[src/rtl/monkey_action_ctrl_pkg.sv]
// Shared widths, default parameters, state encoding and command payload for the monkey action controller.
// INVULN_FRAMES_DEF exists only when MONKEY_INVULN_EN is defined.
package monkey_ctrl_pkg;

  localparam int unsigned TIMER_W = 7;
  localparam int unsigned LIVES_W = 2;
  localparam int unsigned STATE_W = 3;
  localparam int unsigned Y_W     = 11;

  localparam int unsigned LIVES_INIT_DEF           = 3;
  localparam int unsigned DEATH_FRAMES_DEF         = 60;
  localparam int unsigned RESPAWN_FRAMES_DEF       = 30;
  localparam int unsigned JUMP_COOLDOWN_FRAMES_DEF = 8;
  localparam int unsigned FALL_LIMIT_Y_DEF         = 440;
`ifdef MONKEY_INVULN_EN
  localparam int unsigned INVULN_FRAMES_DEF        = 90;
`endif

  typedef enum logic [STATE_W-1:0] {
    GROUND  = 3'd0,
    AIR     = 3'd1,
    CLIMB   = 3'd2,
    DYING   = 3'd3,
    RESPAWN = 3'd4,
    OVER    = 3'd5
  } monkey_state_t;

  // Gated commands handed to the movement datapath
  typedef struct packed {
    logic moveLeft;
    logic moveRight;
    logic climbUp;
    logic climbDown;
    logic jumpReq;
  } monkey_cmd_t;

endpackage

[src/rtl/monkey_action_ctrl_if.sv]
// Key/status inputs and gated command outputs exchanged between the monkey controller and its neighbours.
// master = controller side, slave = keyboard decoder / movement datapath side.
interface monkey_action_ctrl_if;
  import monkey_ctrl_pkg::*;

  logic                       leftPressed;
  logic                       rightPressed;
  logic                       upPressed;
  logic                       downPressed;
  logic                       onRope;
  logic                       footing;
  logic                       enemyHit;
  logic signed [Y_W-1:0]      topLeftY;

  logic                       moveLeft;
  logic                       moveRight;
  logic                       climbUp;
  logic                       climbDown;
  logic                       jumpReq;
  logic                       freeze;
  logic                       moverResetN;
  logic [LIVES_W-1:0]         lives;
  logic                       gameOver;
  logic [STATE_W-1:0]         stateCode;
  logic                       invuln;

  modport master (
    input  leftPressed, rightPressed, upPressed, downPressed,
    input  onRope, footing, enemyHit, topLeftY,
    output moveLeft, moveRight, climbUp, climbDown, jumpReq,
    output freeze, moverResetN, lives, gameOver, stateCode, invuln
  );

  modport slave (
    output leftPressed, rightPressed, upPressed, downPressed,
    output onRope, footing, enemyHit, topLeftY,
    input  moveLeft, moveRight, climbUp, climbDown, jumpReq,
    input  freeze, moverResetN, lives, gameOver, stateCode, invuln
  );

endinterface

[src/rtl/monkey_action_ctrl_frame_timer.sv]
// Loadable frame down-counter: load wins over tick, saturates at zero, registered zero flag.
module frame_timer
  import monkey_ctrl_pkg::*;
(
  input  logic               clk,
  input  logic               resetN,
  input  logic               tick,
  input  logic               load,
  input  logic [TIMER_W-1:0] loadValue,
  output logic               isZero
);

  logic [TIMER_W-1:0] count;
  logic [TIMER_W-1:0] countNext_c;

  always_comb begin
    countNext_c = count;
    if (load) begin
      countNext_c = loadValue;
    end else if (tick && (count != '0)) begin
      countNext_c = count - TIMER_W'(1);
    end
  end

  // Zero flag is registered alongside the count so it never glitches downstream
  always_ff @(posedge clk or negedge resetN) begin
    if (!resetN) begin
      count  <= '0;
      isZero <= 1'b1;
    end else begin
      count  <= countNext_c;
      isZero <= (countNext_c == '0);
    end
  end

endmodule

[src/rtl/monkey_action_ctrl.sv]
// Per-player action sequencer: gates key levels into movement commands and runs alive/dying/respawn/over.
// Define MONKEY_INVULN_EN to add a post-respawn grace period during which enemy hits are ignored.
module monkey_action_ctrl
  import monkey_ctrl_pkg::*;
#(
  parameter int unsigned LIVES_INIT           = LIVES_INIT_DEF,
  parameter int unsigned DEATH_FRAMES         = DEATH_FRAMES_DEF,
  parameter int unsigned RESPAWN_FRAMES       = RESPAWN_FRAMES_DEF,
  parameter int unsigned JUMP_COOLDOWN_FRAMES = JUMP_COOLDOWN_FRAMES_DEF,
  parameter int unsigned FALL_LIMIT_Y         = FALL_LIMIT_Y_DEF
`ifdef MONKEY_INVULN_EN
  ,
  parameter int unsigned INVULN_FRAMES        = INVULN_FRAMES_DEF
`endif
) (
  input  logic                 clk,
  input  logic                 resetN,
  input  logic                 startOfFrame,
  monkey_action_ctrl_if.master bus
);

  localparam logic signed [Y_W-1:0] FALL_Y = Y_W'(FALL_LIMIT_Y);

  monkey_state_t      state;
  monkey_state_t      nextState_c;
  monkey_cmd_t        cmd;
  monkey_cmd_t        cmdNext_c;
  logic               upPrev;
  logic               stateTimerZero;
  logic               cooldownZero;
  logic               invulnOn;
  logic               timerLoad_c;
  logic [TIMER_W-1:0] timerLoadValue_c;
  logic               cooldownLoad_c;
  logic               livesDec_c;
  logic               jumpFire_c;
  logic               activeNext_c;
  logic               jumpEdge_c;
  logic               deathTrig_c;
  logic               freeze;
  logic               moverRstN;
  logic               gameOver;
  logic [LIVES_W-1:0] lives;

  assign jumpEdge_c  = bus.upPressed && !upPrev;
  assign deathTrig_c = (bus.enemyHit && !invulnOn) || (bus.topLeftY >= FALL_Y);

  frame_timer uStateTimer (
    .clk       (clk),
    .resetN    (resetN),
    .tick      (startOfFrame),
    .load      (timerLoad_c),
    .loadValue (timerLoadValue_c),
    .isZero    (stateTimerZero)
  );

  frame_timer uCooldownTimer (
    .clk       (clk),
    .resetN    (resetN),
    .tick      (startOfFrame),
    .load      (cooldownLoad_c),
    .loadValue (TIMER_W'(JUMP_COOLDOWN_FRAMES)),
    .isZero    (cooldownZero)
  );

`ifdef MONKEY_INVULN_EN
  logic invulnLoad_c;
  logic invulnZero;

  // Grace period starts on the same edge that releases the monkey back to GROUND
  assign invulnLoad_c = (state == RESPAWN) && stateTimerZero;

  frame_timer uInvulnTimer (
    .clk       (clk),
    .resetN    (resetN),
    .tick      (startOfFrame),
    .load      (invulnLoad_c),
    .loadValue (TIMER_W'(INVULN_FRAMES)),
    .isZero    (invulnZero)
  );

  assign invulnOn = !invulnZero;
`else
  assign invulnOn = 1'b0;
`endif

  // State register
  always_ff @(posedge clk or negedge resetN) begin
    if (!resetN) begin
      state <= GROUND;
    end else begin
      state <= nextState_c;
    end
  end

  // Next state, timer loads and next values of the registered outputs
  always_comb begin
    nextState_c      = state;
    timerLoad_c      = 1'b0;
    timerLoadValue_c = '0;
    cooldownLoad_c   = 1'b0;
    livesDec_c       = 1'b0;
    jumpFire_c       = 1'b0;

    case (state)
      GROUND: begin
        if (deathTrig_c) begin
          nextState_c      = DYING;
          timerLoad_c      = 1'b1;
          timerLoadValue_c = TIMER_W'(DEATH_FRAMES);
        end else if (bus.onRope && (bus.upPressed || bus.downPressed)) begin
          nextState_c = CLIMB;
        end else if (jumpEdge_c && !bus.onRope && cooldownZero) begin
          nextState_c = AIR;
          jumpFire_c  = 1'b1;
        end else if (!bus.footing) begin
          nextState_c = AIR;
        end
      end
      AIR: begin
        if (deathTrig_c) begin
          nextState_c      = DYING;
          timerLoad_c      = 1'b1;
          timerLoadValue_c = TIMER_W'(DEATH_FRAMES);
        end else if (bus.footing) begin
          nextState_c    = GROUND;
          cooldownLoad_c = 1'b1;
        end
      end
      CLIMB: begin
        if (deathTrig_c) begin
          nextState_c      = DYING;
          timerLoad_c      = 1'b1;
          timerLoadValue_c = TIMER_W'(DEATH_FRAMES);
        end else if (!bus.onRope) begin
          nextState_c = AIR;
        end
      end
      DYING: begin
        if (stateTimerZero) begin
          livesDec_c = 1'b1;
          if (lives <= LIVES_W'(1)) begin
            nextState_c = OVER;
          end else begin
            nextState_c      = RESPAWN;
            timerLoad_c      = 1'b1;
            timerLoadValue_c = TIMER_W'(RESPAWN_FRAMES);
          end
        end
      end
      RESPAWN: begin
        if (stateTimerZero) begin
          nextState_c = GROUND;
        end
      end
      OVER: begin
        nextState_c = OVER;
      end
      default: begin
        nextState_c = GROUND;
      end
    endcase

    // Commands follow the state the monkey is entering, so a death silences them immediately
    activeNext_c        = (nextState_c == GROUND) || (nextState_c == AIR) || (nextState_c == CLIMB);
    cmdNext_c.moveLeft  = activeNext_c && bus.leftPressed && !bus.rightPressed;
    cmdNext_c.moveRight = activeNext_c && bus.rightPressed && !bus.leftPressed;
    cmdNext_c.climbUp   = (nextState_c == CLIMB) && bus.upPressed && !bus.downPressed;
    cmdNext_c.climbDown = (nextState_c == CLIMB) && bus.downPressed && !bus.upPressed;
    cmdNext_c.jumpReq   = jumpFire_c;
  end

  // Registered outputs, edge history and lives
  always_ff @(posedge clk or negedge resetN) begin
    if (!resetN) begin
      cmd       <= '0;
      upPrev    <= 1'b0;
      freeze    <= 1'b0;
      moverRstN <= 1'b1;
      gameOver  <= 1'b0;
      lives     <= LIVES_W'(LIVES_INIT);
    end else begin
      cmd       <= cmdNext_c;
      upPrev    <= bus.upPressed;
      freeze    <= !activeNext_c;
      moverRstN <= !((state == DYING) && (nextState_c == RESPAWN));
      gameOver  <= (nextState_c == OVER);
      if (livesDec_c && (lives != '0)) begin
        lives <= lives - LIVES_W'(1);
      end
    end
  end

  assign bus.moveLeft    = cmd.moveLeft;
  assign bus.moveRight   = cmd.moveRight;
  assign bus.climbUp     = cmd.climbUp;
  assign bus.climbDown   = cmd.climbDown;
  assign bus.jumpReq     = cmd.jumpReq;
  assign bus.freeze      = freeze;
  assign bus.moverResetN = moverRstN;
  assign bus.gameOver    = gameOver;
  assign bus.lives       = lives;
  assign bus.stateCode   = state;
  assign bus.invuln      = invulnOn;

endmodule

[src/flat_wrapper.sv]
// flat-port wrapper written by rule: the top's interface ports become plain ports
module monkey_action_ctrl_flat import monkey_ctrl_pkg::*;
#(
  parameter int unsigned LIVES_INIT           = LIVES_INIT_DEF,
  parameter int unsigned DEATH_FRAMES         = DEATH_FRAMES_DEF,
  parameter int unsigned RESPAWN_FRAMES       = RESPAWN_FRAMES_DEF,
  parameter int unsigned JUMP_COOLDOWN_FRAMES = JUMP_COOLDOWN_FRAMES_DEF,
  parameter int unsigned FALL_LIMIT_Y         = FALL_LIMIT_Y_DEF

)
  (clk, resetN, startOfFrame, bus_leftPressed, bus_rightPressed, bus_upPressed, bus_downPressed, bus_onRope, bus_footing, bus_enemyHit, bus_topLeftY, bus_moveLeft, bus_moveRight, bus_climbUp, bus_climbDown, bus_jumpReq, bus_freeze, bus_moverResetN, bus_lives, bus_gameOver, bus_stateCode, bus_invuln);
  monkey_action_ctrl_if bus_i ();
  input  logic clk;
  input  logic resetN;
  input  logic startOfFrame;
  input wire logic [$bits(bus_i.leftPressed)-1:0] bus_leftPressed;
  input wire logic [$bits(bus_i.rightPressed)-1:0] bus_rightPressed;
  input wire logic [$bits(bus_i.upPressed)-1:0] bus_upPressed;
  input wire logic [$bits(bus_i.downPressed)-1:0] bus_downPressed;
  input wire logic [$bits(bus_i.onRope)-1:0] bus_onRope;
  input wire logic [$bits(bus_i.footing)-1:0] bus_footing;
  input wire logic [$bits(bus_i.enemyHit)-1:0] bus_enemyHit;
  input wire logic [$bits(bus_i.topLeftY)-1:0] bus_topLeftY;
  output wire logic [$bits(bus_i.moveLeft)-1:0] bus_moveLeft;
  output wire logic [$bits(bus_i.moveRight)-1:0] bus_moveRight;
  output wire logic [$bits(bus_i.climbUp)-1:0] bus_climbUp;
  output wire logic [$bits(bus_i.climbDown)-1:0] bus_climbDown;
  output wire logic [$bits(bus_i.jumpReq)-1:0] bus_jumpReq;
  output wire logic [$bits(bus_i.freeze)-1:0] bus_freeze;
  output wire logic [$bits(bus_i.moverResetN)-1:0] bus_moverResetN;
  output wire logic [$bits(bus_i.lives)-1:0] bus_lives;
  output wire logic [$bits(bus_i.gameOver)-1:0] bus_gameOver;
  output wire logic [$bits(bus_i.stateCode)-1:0] bus_stateCode;
  output wire logic [$bits(bus_i.invuln)-1:0] bus_invuln;
  assign bus_i.leftPressed = bus_leftPressed;
  assign bus_i.rightPressed = bus_rightPressed;
  assign bus_i.upPressed = bus_upPressed;
  assign bus_i.downPressed = bus_downPressed;
  assign bus_i.onRope = bus_onRope;
  assign bus_i.footing = bus_footing;
  assign bus_i.enemyHit = bus_enemyHit;
  assign bus_i.topLeftY = bus_topLeftY;
  assign bus_moveLeft = bus_i.moveLeft;
  assign bus_moveRight = bus_i.moveRight;
  assign bus_climbUp = bus_i.climbUp;
  assign bus_climbDown = bus_i.climbDown;
  assign bus_jumpReq = bus_i.jumpReq;
  assign bus_freeze = bus_i.freeze;
  assign bus_moverResetN = bus_i.moverResetN;
  assign bus_lives = bus_i.lives;
  assign bus_gameOver = bus_i.gameOver;
  assign bus_stateCode = bus_i.stateCode;
  assign bus_invuln = bus_i.invuln;
  monkey_action_ctrl #(.LIVES_INIT(LIVES_INIT), .DEATH_FRAMES(DEATH_FRAMES), .RESPAWN_FRAMES(RESPAWN_FRAMES), .JUMP_COOLDOWN_FRAMES(JUMP_COOLDOWN_FRAMES), .FALL_LIMIT_Y(FALL_LIMIT_Y)) u_core (.clk(clk), .resetN(resetN), .startOfFrame(startOfFrame), .bus(bus_i));
endmodule
[config.mk]
export PLATFORM = sky130hd
export DESIGN_NAME = monkey_action_ctrl_flat
export DESIGN_NICKNAME = d
export VERILOG_FILES = /design/src/rtl/monkey_action_ctrl_pkg.sv /design/src/rtl/monkey_action_ctrl_if.sv /design/src/rtl/monkey_action_ctrl_frame_timer.sv /design/src/rtl/monkey_action_ctrl.sv /design/src/flat_wrapper.sv
export SDC_FILE = /design/constraint.sdc
export NUM_CORES = 1
export LEC_CHECK = 0
export ABC_AREA = 0
export ABC_CLOCK_PERIOD_IN_PS = 4100
export BUFFER_PORTS_ARGS = -buffer_cell sky130_fd_sc_hd__buf_2
export CAP_MARGIN = 5
export CORE_ASPECT_RATIO = 1.5
export CORE_UTILIZATION = 25
export CTS_CLUSTER_DIAMETER = 150
export DETAILED_ROUTE_END_ITERATION = 8
export GPL_ROUTABILITY_DRIVEN = 1
export MAX_ROUTING_LAYER = met4
export PLACE_DENSITY_LB_ADDON = 0.05
export SYNTH_ARGS = -nofsm -noshare
export SYNTH_HDL_FRONTEND = slang
export SYNTH_SLANG_ARGS = --single-unit
[constraint.sdc]
create_clock -name clk -period 4.1 [get_ports clk]
set_input_delay 0.82 -clock clk [delete_from_list [all_inputs] [get_ports clk]]
set_output_delay 0.82 -clock clk [all_outputs]
set_load 0.005 [all_outputs]
Word level (Yosys, flattened, before mapping)
Cells that the tools add are included.
- register bits after elaboration: 30
- input bits: 21
- output and inout port bits: 14
- word-level logic and storage cells: 98
- $add $sub $neg: 3
- $lt $le $gt $ge: 2
- equal/unequal tests: 9
- mux-type cells: 33
- reductions and logical operators: 36
- operators with widths (operator ; number):
    $mux 7 ; 5
    $mux 3 ; 10
    $pmux 3 s6 ; 1
    $logic_and 1x1->1 ; 16
    $logic_not 7->1 ; 2
    $pmux 7 s2 ; 1
    $reduce_bool 7->1 ; 2
    $sub 7x1->7 const B ; 2
    $mux 1 ; 13
    $eq 3x3->1 const B ; 4
    $ge 11x10->1 const B ; 1
    $eq 3x2->1 const B ; 3
    $logic_not 1->1 ; 8
    $eq 3x1->1 const B ; 2
    $logic_not 3->1 ; 2
    $mux 6 ; 1
    $mux 5 ; 1
    $logic_or 1x1->1 ; 4
    $reduce_or 3->1 ; 1
    $le 2x1->1 const B ; 1
    $pmux 1 s2 ; 1
    $reduce_bool 2->1 ; 1
    $sub 2x1->2 const B ; 1

Longest topological paths before layout
- depth in word-level cells: 13
- mapped depth: 8
- mapped depth without buffers: 7

Hierarchy
A second synthesis with hierarchy kept.
- cell total of the unflattened synthesis: 186
- area, all modules: 1835.5 um2
- by module, submodules not included (module ; times used ; cells each ; area an instance (um2) ; sequential area each (um2)):
    monkey_action_ctrl ; 1 ; 75 ; 754.5 ; 354.1
    frame_timer (u_core.uCooldownTimer) ; 1 ; 58 ; 560.5 ; 201.4
    frame_timer (u_core.uStateTimer) ; 1 ; 53 ; 520.5 ; 201.4

Least setup slack after synthesis
OpenSTA, ideal clock, no wires.
- path type: input port to flip-flop
- start point: input port bus_topLeftY[3]
- end point: register u_core.cmd, in the netlist u_core.bus.climbUp
- library setup time: 0.120 ns
- data arrival time: 2.261 ns
- path slack: 1.720 ns
- stages: 5
- path buffers: 0
- cells stage by stage: a311o_1 a31o_2 o41ai_2 a2111oi_0 and3b_1
- RTL lines (item ; RTL line ; text):
    start: declaration ; flat_wrapper.sv:23 ; input wire logic [$bits(bus_i.topLeftY)-1:0] bus_topLeftY;
    end signal: assignment ; monkey_action_ctrl.sv:183 ; cmd <= cmdNext_c;
    end: declaration ; monkey_action_ctrl.sv:26 ; monkey_cmd_t cmd;

==> load_flow_metrics.sql <==
INSERT INTO impl_metrics (metric_group, metric, value, unit) VALUES
('route', 'detail_route.wirelength', '4230', 'um'),
('route', 'ant_nets', '0', ''),
('floorplan', 'ioPinCount', '35', ''),
('floorplan', 'die_y', '106', 'um'),
('synth', 'synthesis.area_per_instance', '9.69', 'um2'),
('clock_network', 'clock_latency', '0.28', 'ns'),
('clock_network', 'cts.path.max_buffers', '2', ''),
('sta', 'final.setup.tns', '0', 'ns'),
('sta', 'timing_max_transition_violations_final', '0', ''),
('final_layout', 'nFillCells', '729', ''),
('worst_setup_path', 'r2r.worst_path.cells', '7', ''),
('floorplan', 'die-width', '71.1', 'um'),
('synth', 'synth.ff_latch_count', '30', ''),
('clock_network', 'clk_pin_slew', '0.07', 'ns'),
('worst_hold_path', 'min-delay-start', 'u_core.bus.lives[0]', ''),
('sta', 'finalWorstPathRequiredPeriod', '2.45', 'ns'),
('final_layout', 'final-instance-count-excl-fill', '297', ''),
('synth', 'synth_largest_area_cell', 'sky130_fd_sc_hd__dfrtp_1', ''),
('synth', 'synth_top_area_share', '34.9', '%'),
('worst_setup_path', 'critical_path.slowest_cell', 'sky130_fd_sc_hd__a2111oi_0', ''),
('sta', 'max_slew.worst_pin.slew', '0.914', 'ns'),
('global_routing', 'grt_overflow', '0', ''),
('sta', 'final.setup_skew', '0.00750', 'ns'),
('worst_hold_path', 'min_delay_worst_endpoint', 'u_core.bus.lives[0]', ''),
('synth', 'netlist_top_cells_count', 'sky130_fd_sc_hd__dfrtp_1 (25), sky130_fd_sc_hd__nor2_1 (19), sky130_fd_sc_hd__inv_1 (13)', ''),
('final_layout', 'synthToLayoutAreaGrowth', '17.4', '%'),
('place', 'i_o_buffers', '30', ''),
('route', 'routedWlPerCell', '14.2', 'um'),
('sta', 'fin_hold_ws', '0.536', 'ns'),
('synth', 'syn-cell-area', '1790', 'um2'),
('run', 'max_cap_violations', '0', ''),
('clock_network', 'tritoncts', 'built', ''),
('power', 'worst_ir_drop_vdd', '0.223', 'mV'),
('sta', 'setup_viol', '0', ''),
('clock_network', 'ctsRootBufferMaster', 'sky130_fd_sc_hd__clkbuf_8', ''),
('worst_setup_path', 'critical-path-top-delay-family', 'compound AO/OA/AOI/OAI gates', ''),
('global_routing', 'grt_max_degree', '31', ''),
('run_status', 'outcome', 'finished clean', ''),
('sta', 'report.final.hold_viol_count', '0', ''),
('route', 'via_per_inst', '5.00', ''),
('power', 'overall_power_of_the_completed_layout', '1.21', 'mW'),
('synth', 'synth.yosys.warnings', '0', ''),
('worst_setup_path', 'regToRegSetupSlack', '1.82', 'ns'),
('worst_setup_path', 'startpoint_type_of_the_worst_setup_path', 'input port', ''),
('synth', 'postSynth.asyncResetShare', '100', '%'),
('synth', 'synth.area.top_cells', 'sky130_fd_sc_hd__dfrtp_1 (35%), sky130_fd_sc_hd__dfstp_2 (7.3%), sky130_fd_sc_hd__ha_1 (4.2%)', ''),
('floorplan', 'num_rows', '37', ''),
('clock_network', 'cts-htree-levels', '2', ''),
('clock_network', 'numCtsBuffers', '5', ''),
('worst_setup_path', 'critical_path.max_fanout', '7', ''),
('synth', 'synthesis.nets', '212', ''),
('final_layout', 'multiInputGateArea', '961', 'um2'),
('floorplan', 'floorplan.die_area', '7520', 'um2'),
('route', 'drt_drc_violations_left', '0', ''),
('sta', 'worst_slew_margin_rel', '38.6', '%'),
('synth', 'yosysUniqueCellTypes', '54', ''),
('synth', 'portion_of_the_post_synthesis_area_used_by_sequential_elements', '42.2', '%'),
('synth', 'post-synth-top-count-cell', 'sky130_fd_sc_hd__dfrtp_1', ''),
('place', 'place_congestion', '0.807', ''),
('global_routing', 'antenna_found_initial', '0', ''),
('worst_setup_path', 'critPathBufInv', '1', ''),
('place', 'detailed_place_hpwl', '3290', 'um'),
('worst_setup_path', 'worst_ep_required_time', '4.32', 'ns'),
('worst_setup_path', 'endpoint_of_the_lowest_slack_register_to_register_path', 'u_core.uCooldownTimer.isZero', ''),
('route', 'via_count', '1484', ''),
('worst_setup_path', 'critPathCaptureType', 'flip-flop', ''),
('clock_network', 'post_cts_hold_buffer_count', '0', ''),
('clock_network', 'numClockSinks', '30', ''),
('final_layout', 'n_antenna_cell', '0', ''),
('worst_hold_path', 'min-delay-path-class', 'flip-flop to flip-flop', ''),
('clock_network', 'ctsResizeCount', '0', '');
-- power by group --
part | switching (mW) | total [mW] | internal (mW)
Sequential | 0.0892 | 0.463 | 0.374
Clock | 0.110 | 0.247 | 0.137
Combinational | 0.281 | 0.504 | 0.223
-- stage by stage --
step           utilization, %  worst slack, ns  instance area, um2
2_1_floorplan               -             1.72                1790
3_5_place_dp             29.2             1.31                2010
4_1_cts                  30.5             1.62                2100
5_1_grt                  30.5             1.55                2100
3_3_place_gp             29.2             1.32                2010
6_report                 30.5             1.65                2100
-- worst max path at each step --
stage,end,slack [ns],depth (start not counted)
final,u_core.bus.climbUp,1.65,6
after global routing,u_core.bus.climbUp,1.55,6
after CTS,u_core.bus.climbUp,1.62,6
after detailed placement,u_core.bus.climbUp,1.31,6
after global placement,u_core.uCooldownTimer.isZero,1.32,6
after floorplan,u_core.bus.climbUp,1.72,5
-- per-layer routing --
metal / part of all wire (%) / up-vias / track usage (%)
li1: - / 734 / -
met1: 43 / 719 / 13.9
met2: 52 / 24 / 21.4
met3: 3.0 / 7 / 3.15
met4: 1.8 / 0 / 4.86
met5: 0 / - / -
-- tightest hold or removal path, stage by stage (launching register included) --
cell and delay [ns]:
sky130_fd_sc_hd__dfstp_2 0.38, sky130_fd_sc_hd__inv_1 0.08, sky130_fd_sc_hd__xnor2_1 0.07
-- kinds of logic after synthesis --
group / Yosys count / share of synthesized area, %
other: 1 / 0.209
DFF: 30 / 42.2
adders and majority gates: 6 / 4.19
and+or+nand+nor: 73 / 24.7
muxes: 3 / 1.67
AOI/OAI and AO/OA: 46 / 18.4
buffers and inverters: 17 / 4.19
xor gates and xnor gates: 9 / 4.40
-- registers in the layout (all words and copies together), names as in the netlist --
signal,flops
u_core.bus.jumpReq,1
u_core.uCooldownTimer.count,7
u_core.bus.lives,2
u_core.bus.moverResetN,1
u_core.bus.climbUp,1
u_core.uStateTimer.isZero,1
u_core.bus.gameOver,1
u_core.bus.stateCode,3
u_core.uCooldownTimer.isZero,1
u_core.bus.moveRight,1
u_core.uStateTimer.count,7
u_core.bus.climbDown,1
u_core.bus.moveLeft,1
u_core.bus.freeze,1
u_core.upPrev,1
-- cell type report --
class                   instances  share of cell area [%]
flip-flops and latches         30                    36.0
multi-input cells             138                    45.7
clock buffers                   8                    4.28
repair buffers                 30                    7.13
well taps                      78                    4.64
inverters                      13                    2.32
-- cell usage in the layout (no fill, tap or decap), types with 3 or more instances in the layout --
master	n
sky130_fd_sc_hd__inv_1	13
sky130_fd_sc_hd__nand2b_1	5
sky130_fd_sc_hd__xnor2_1	5
sky130_fd_sc_hd__dfstp_2	5
sky130_fd_sc_hd__nor2_1	19
sky130_fd_sc_hd__a31oi_1	4
sky130_fd_sc_hd__ha_1	6
sky130_fd_sc_hd__nand2_1	12
sky130_fd_sc_hd__or2_2	3
sky130_fd_sc_hd__nor2b_1	3
sky130_fd_sc_hd__a21oi_1	10
sky130_fd_sc_hd__nor3b_1	3
sky130_fd_sc_hd__dfrtp_1	25
sky130_fd_sc_hd__clkbuf_8	6
sky130_fd_sc_hd__nor3_1	3
sky130_fd_sc_hd__xor2_1	4
sky130_fd_sc_hd__buf_2	30
sky130_fd_sc_hd__o211ai_1	3
sky130_fd_sc_hd__nor4_1	4
sky130_fd_sc_hd__mux2i_1	3
sky130_fd_sc_hd__nand3b_1	5
sky130_fd_sc_hd__o21ai_0	7
Power figures use the tool's default switching activity.
